--- config.mk ---
export PLATFORM = sky130hd
export DESIGN_NAME = fb_write_arbiter
export DESIGN_NICKNAME = d
export VERILOG_FILES = /design/src/rtl/vga_fb_pkg.sv /design/src/rtl/fill_raster_gen.sv /design/src/rtl/fb_write_arbiter.sv
export SDC_FILE = /design/constraint.sdc
export NUM_CORES = 1
export LEC_CHECK = 0
export BUFFER_PORTS_ARGS = -buffer_cell sky130_fd_sc_hd__clkbuf_2
export CAP_MARGIN = 30
export CELL_PAD_IN_SITES_DETAIL_PLACEMENT = 0
export CELL_PAD_IN_SITES_GLOBAL_PLACEMENT = 1
export CORE_ASPECT_RATIO = 0.6
export CORE_UTILIZATION = 42
export DETAILED_ROUTE_END_ITERATION = 10
export GPL_TIMING_DRIVEN = 0
export PLACE_DENSITY = 0.77
export SYNTH_ARGS = -nofsm -noshare
export SYNTH_HDL_FRONTEND = slang
export SYNTH_HIERARCHICAL = 1
export SYNTH_SLANG_ARGS = --single-unit
--- constraint.sdc ---
create_clock -name CLK -period 2.73 [get_ports CLK]
set_input_delay 0.273 -clock CLK [delete_from_list [all_inputs] [get_ports CLK]]
set_output_delay 0.273 -clock CLK [all_outputs]
set_load 0.03 [all_outputs]
--- src/rtl/vga_fb_pkg.sv ---
// Shared types and helpers for the frame-buffer write path.
// Widths, default screen size, arbiter state encoding, {Y,X} packing.
package vga_fb_pkg;

    localparam int X_W      = 8;
    localparam int Y_W      = 7;
    localparam int ADDR_W   = 15;
    localparam int HOR_DEF  = 160;
    localparam int VERT_DEF = 120;

    typedef enum logic [1:0] {
        ST_IDLE = 2'd0,
        ST_FILL = 2'd1,
        ST_DONE = 2'd2
    } fill_state_t;

    function automatic logic [ADDR_W-1:0] pack_addr(
        input logic [Y_W-1:0] y,
        input logic [X_W-1:0] x
    );
        return {y, x};
    endfunction

endpackage

--- src/rtl/fill_raster_gen.sv ---
// Raster-order x/y walker for the rectangle-fill engine.
// load: latch bounds, x=x0, y=y0; step: advance one pixel; last: at (x1,y1).
module fill_raster_gen
    import vga_fb_pkg::*;
(
    input  logic           clk,
    input  logic           rst_n,
    input  logic           load,
    input  logic           step,
    input  logic [X_W-1:0] x0,
    input  logic [Y_W-1:0] y0,
    input  logic [X_W-1:0] x1,
    input  logic [Y_W-1:0] y1,
    output logic [X_W-1:0] x,
    output logic [Y_W-1:0] y,
    output logic           last
);

    logic [X_W-1:0] x_q;
    logic [Y_W-1:0] y_q;
    logic [X_W-1:0] x0_q;
    logic [X_W-1:0] x1_q;
    logic [Y_W-1:0] y1_q;

    assign x    = x_q;
    assign y    = y_q;
    assign last = (x_q == x1_q) && (y_q == y1_q);

    always_ff @(posedge clk or negedge rst_n) begin
        if (!rst_n) begin
            x_q  <= '0;
            y_q  <= '0;
            x0_q <= '0;
            x1_q <= '0;
            y1_q <= '0;
        end else if (load) begin
            x_q  <= x0;
            y_q  <= y0;
            x0_q <= x0;
            x1_q <= x1;
            y1_q <= y1;
        end else if (step && !last) begin
            // Hold on the last pixel so y never runs past the box.
            if (x_q == x1_q) begin
                x_q <= x0_q;
                y_q <= y_q + Y_W'(1);
            end else begin
                x_q <= x_q + X_W'(1);
            end
        end
    end

endmodule

--- src/rtl/fb_write_arbiter.sv ---
// Frame-buffer port A write arbiter: CPU pixel writes vs. rectangle fill.
// CPU_* handshake, FILL_* control/status, FB_* registered write port.
module fb_write_arbiter
    import vga_fb_pkg::*;
#(
    parameter int unsigned HOR_RES  = HOR_DEF,
    parameter int unsigned VERT_RES = VERT_DEF
) (
    input  logic              CLK,
    input  logic              RESET_N,
    input  logic              CPU_REQ,
    input  logic [X_W-1:0]    CPU_X,
    input  logic [Y_W-1:0]    CPU_Y,
    input  logic              CPU_DATA,
    output logic              CPU_ACK,
    input  logic              FILL_START,
    input  logic [X_W-1:0]    FILL_X0,
    input  logic [Y_W-1:0]    FILL_Y0,
    input  logic [X_W-1:0]    FILL_X1,
    input  logic [Y_W-1:0]    FILL_Y1,
    input  logic              FILL_VAL,
    input  logic              FILL_ABORT,
    output logic              FILL_BUSY,
    output logic              FILL_DONE,
    output logic              FILL_ERR,
    output logic [ADDR_W-1:0] FB_ADDR,
    output logic              FB_DATA,
    output logic              FB_WE
);

    localparam logic [X_W:0] HOR_LIM  = (X_W+1)'(HOR_RES);
    localparam logic [Y_W:0] VERT_LIM = (Y_W+1)'(VERT_RES);

    fill_state_t    state;
    logic           fill_val_q;
    logic           cpu_grant;
    logic           rect_ok;
    logic           fill_step;
    logic           rast_load;
    logic [X_W-1:0] rx;
    logic [Y_W-1:0] ry;
    logic           rlast;

    // ACK mask keeps a still-held REQ from being granted twice.
    always_comb begin
        cpu_grant = CPU_REQ && !CPU_ACK;
        rect_ok   = (FILL_X0 <= FILL_X1)
                 && (FILL_Y0 <= FILL_Y1)
                 && ({1'b0, FILL_X1} < HOR_LIM)
                 && ({1'b0, FILL_Y1} < VERT_LIM);
        fill_step = (state == ST_FILL) && !cpu_grant;
        rast_load = (state == ST_IDLE) && FILL_START && rect_ok;
    end

    fill_raster_gen u_raster (
        .clk   (CLK),
        .rst_n (RESET_N),
        .load  (rast_load),
        .step  (fill_step),
        .x0    (FILL_X0),
        .y0    (FILL_Y0),
        .x1    (FILL_X1),
        .y1    (FILL_Y1),
        .x     (rx),
        .y     (ry),
        .last  (rlast)
    );

    always_ff @(posedge CLK or negedge RESET_N) begin
        if (!RESET_N) begin
            state      <= ST_IDLE;
            fill_val_q <= 1'b0;
            CPU_ACK    <= 1'b0;
            FILL_BUSY  <= 1'b0;
            FILL_DONE  <= 1'b0;
            FILL_ERR   <= 1'b0;
            FB_ADDR    <= '0;
            FB_DATA    <= 1'b0;
            FB_WE      <= 1'b0;
        end else begin
            FB_WE     <= 1'b0;
            CPU_ACK   <= 1'b0;
            FILL_DONE <= 1'b0;
            FILL_ERR  <= 1'b0;

            if (cpu_grant) begin
                FB_WE   <= 1'b1;
                FB_ADDR <= pack_addr(CPU_Y, CPU_X);
                FB_DATA <= CPU_DATA;
                CPU_ACK <= 1'b1;
            end else if (fill_step) begin
                FB_WE   <= 1'b1;
                FB_ADDR <= pack_addr(ry, rx);
                FB_DATA <= fill_val_q;
            end

            unique case (state)
                ST_IDLE: begin
                    if (FILL_START) begin
                        if (rect_ok) begin
                            fill_val_q <= FILL_VAL;
                            state      <= ST_FILL;
                            FILL_BUSY  <= 1'b1;
                        end else begin
                            FILL_ERR <= 1'b1;
                        end
                    end
                end
                ST_FILL: begin
                    // A write arbitrated in the abort cycle still goes out.
                    if (FILL_ABORT) begin
                        state     <= ST_IDLE;
                        FILL_BUSY <= 1'b0;
                    end else if (fill_step && rlast) begin
                        state <= ST_DONE;
                    end
                end
                ST_DONE: begin
                    FILL_DONE <= 1'b1;
                    FILL_BUSY <= 1'b0;
                    state     <= ST_IDLE;
                end
                default: begin
                    state     <= ST_IDLE;
                    FILL_BUSY <= 1'b0;
                end
            endcase
        end
    end

endmodule
==> metrics.txt <==
outcome finished clean; H-Tree Depth 3; Die W 119.8 um; worst-path fanout max 10; Die Area 8713 um2; min-delay worst type in2async; Final HPWL DP 6908 um; Via-to-Cell Ratio 5.353; total track usage 23.38%; FF-to-FF Start CPU_ACK; global-route wire length before repair 15020 um; # clock sinks 62; top cells by area, synth dfrtp_1, ha_1, mux2_2; P_leak 2.118 nW; proportion of layout cells with a drive suffix above 1 31.32%; Crit. Startpoint FILL_Y1[6]; Synth top area share 44.33%; R2R depth 8; PnR worst setup slack 0.1301 ns; routability congestion estimate 0.7955; PD cells 892.0 nW/um2; Post-synth top cells dfrtp_1, nand2_1, o21ai_0; n_diodes 0; total grt overflow 0; main flop type after synthesis dfrtp_1; syn avg cell area 10.29 um2; mapped cell area 3500 um2; DR vias 2885; Layout Cells excl Fill 539; initial antenna violation count 0; total routed wirelength 9173 um; Synth async-reset ratio 100.0%; net count after synthesis 409; FF-to-FF End u_raster/y[0]; post-synthesis sequential area ratio 44.33%; Post-Synthesis Cells 340; DRT iter0 DRCs 211; I/O Buffers 72; clk_lat worst skew 0.34 ns; FF+latch count, synth 62; CP Class in2reg; Placed Instances 520; Clk pin slew, worst setup/hold paths 0.05 ns; maximum vdd ir drop 437.9 uV; endpoints failing hold 0; DRC viols 0; synth unique cells 50; average wire per standard cell 17.02 um; Critical Path AT 2.82 ns; die height 72.71 um; Antenna Nets Post-Route 0; post-synth top area cell dfrtp_1; MaxCap Viol Count 0; # rows 25; required time worst endpoint 2.95 ns; pin count of the biggest net entering global routing 63; Layout area overhead 23.13%; CTS max path bufs 2; R2R setup slack 0.20 ns; starting density of the core 43.87%; Worst Tran Pin Value 0.8723 ns; core area 7976 um2; Final nets 495; fin crit period 2.600 ns; vias in the first global route 2776; Slew Viols, Final 0; clock buffer count from CTS 9; DRT Pass-1 Iters 5; CTS tree done; count leader, synth dfrtp_1; period utilization 95.24%; Root Driver clkbuf_16; Setup WS pre-CTS -0.7930 ns; cts hold-fix bufs 0; # IOs 73; Critical Path Sink Type flop; clock skew 0.006202 ns; setup tns final 0 ns; Power, Total 0.003844 W; Ys Warns 6; Post-synth EDFFs 0; Setup Viol. Count Final 0; Slew HR 41.84%; Peak Freq 0.3846 GHz; crit start category input pin
## critical path: stages
cell      delay [ns]
clkbuf_2        0.11
inv_1           0.04
ha_1            0.31
a21oi_1         0.20
o21ai_0         0.12
o22ai_1         0.28
nand3_2         0.21
nor4_4          0.32
buf_2           0.30
buf_2           0.30
mux2_2          0.36
## cell usage in the layout, fill, tap and decap left out, types with 5 or more instances in the layout
cell type  netlist  layout
nor2_1           7       7
o21ai_1          5       5
mux2_2          17      17
nor4_4           5       5
inv_1           25      25
ha_1            17      17
clkbuf_16        0       9
xnor2_1          5       5
o211ai_1         5       5
clkbuf_1         6       5
clkbuf_2         0      73
o21ai_0         33      33
buf_2            3       6
xor2_1          18      18
nand4_1          6       6
mux2i_1         18      18
a21oi_1         12      12
dfrtp_1         62      62
nand3_1         11      10
nor3_1           5       5
nand2_1         37      37
## area by class of cell
cell class | instances | area, um2
fillers | 759 | 3667
multi-input cells | 239 | 1795
flip-flops and latches | 62 | 1551
repair buffers | 75 | 385.4
clock buffers | 11 | 242.7
well taps | 108 | 135.1
inverters | 26 | 97.59
plain buffers | 13 | 66.31
clock inverters | 5 | 35.03
## worst max-delay path by stage
stage,endpoint,slack [ns],cells past startpoint
6_report,u_raster/x1_q[1],0.13,11
5_1_grt,u_raster/x1_q[1],-0.01,11
4_1_cts,u_raster/x0_q[3],0.1,12
3_5_place_dp,u_raster/x1_q[1],-0.79,11
3_3_place_gp,u_raster/x1_q[1],-0.79,11
2_1_floorplan,u_raster/x1_q[1],0.05,10
## sequential cells by signal, summed over array words and instances (netlist names)
register and flops:
CPU_ACK 1, FB_ADDR 15, FB_DATA 1, FB_WE 1, FILL_BUSY 1, FILL_DONE 1
FILL_ERR 1, fill_val_q 1, state 2, u_raster/x 8, u_raster/x0_q 8, u_raster/x1_q 8
u_raster/y 7, u_raster/y1_q 7
## per-stage QoR
stage / util [%] / hold slack [ns] / cell area, um2
global placement: 50.09 / 0.4789 / 3995
floorplan: - / -0.02259 / 3500
detailed placement: 50.12 / 0.4670 / 3998
global route: 54.02 / 0.1298 / 4309
finish: 54.02 / 0.07101 / 4309
CTS: 53.93 / 0.1093 / 4302
## where the power goes
| group | switching [W] | leakage, nW | internal (W) |
|---|---|---|---|
| Sequential | 0.000364 | 0.758 | 0.00124 |
| Clock | 0.000415 | 0.135 | 0.000638 |
| Combinational | 0.000664 | 1.22 | 0.000526 |
## per-layer routing
layer | vias to the layer above | GRT usage [%] | wire length (um)
met5 | - | 0 | 0
met4 | 0 | 7.361 | 108
met3 | 12 | 7.578 | 729
met2 | 108 | 31.66 | 3613
met1 | 1393 | 34.83 | 4720
li1 | 1372 | - | -
## logic make-up (layout without fill, tap and decap cells)
group	count (synthesis)	in the layout	share of synthesized area (%)
AOI/OAI and AO/OA	73	73	13.01
and+or+nand+nor	90	90	15.27
adders and majority gates	17	17	6.078
buffers and inverters	39	130	4.505
xor gates and xnor gates	23	23	5.756
DFF	62	62	44.33
muxes	36	36	11.05
## what timing repair did
| item | CTS | global route |
|---|---|---|
| setup endpoints to repair | 32 | 16 |
| buffers inserted | 3 | 0 |
| resized for setup | 3 | 5 |
| pin swaps | 1 | 0 |
Note: power is estimated with default switching activity, not from simulation.
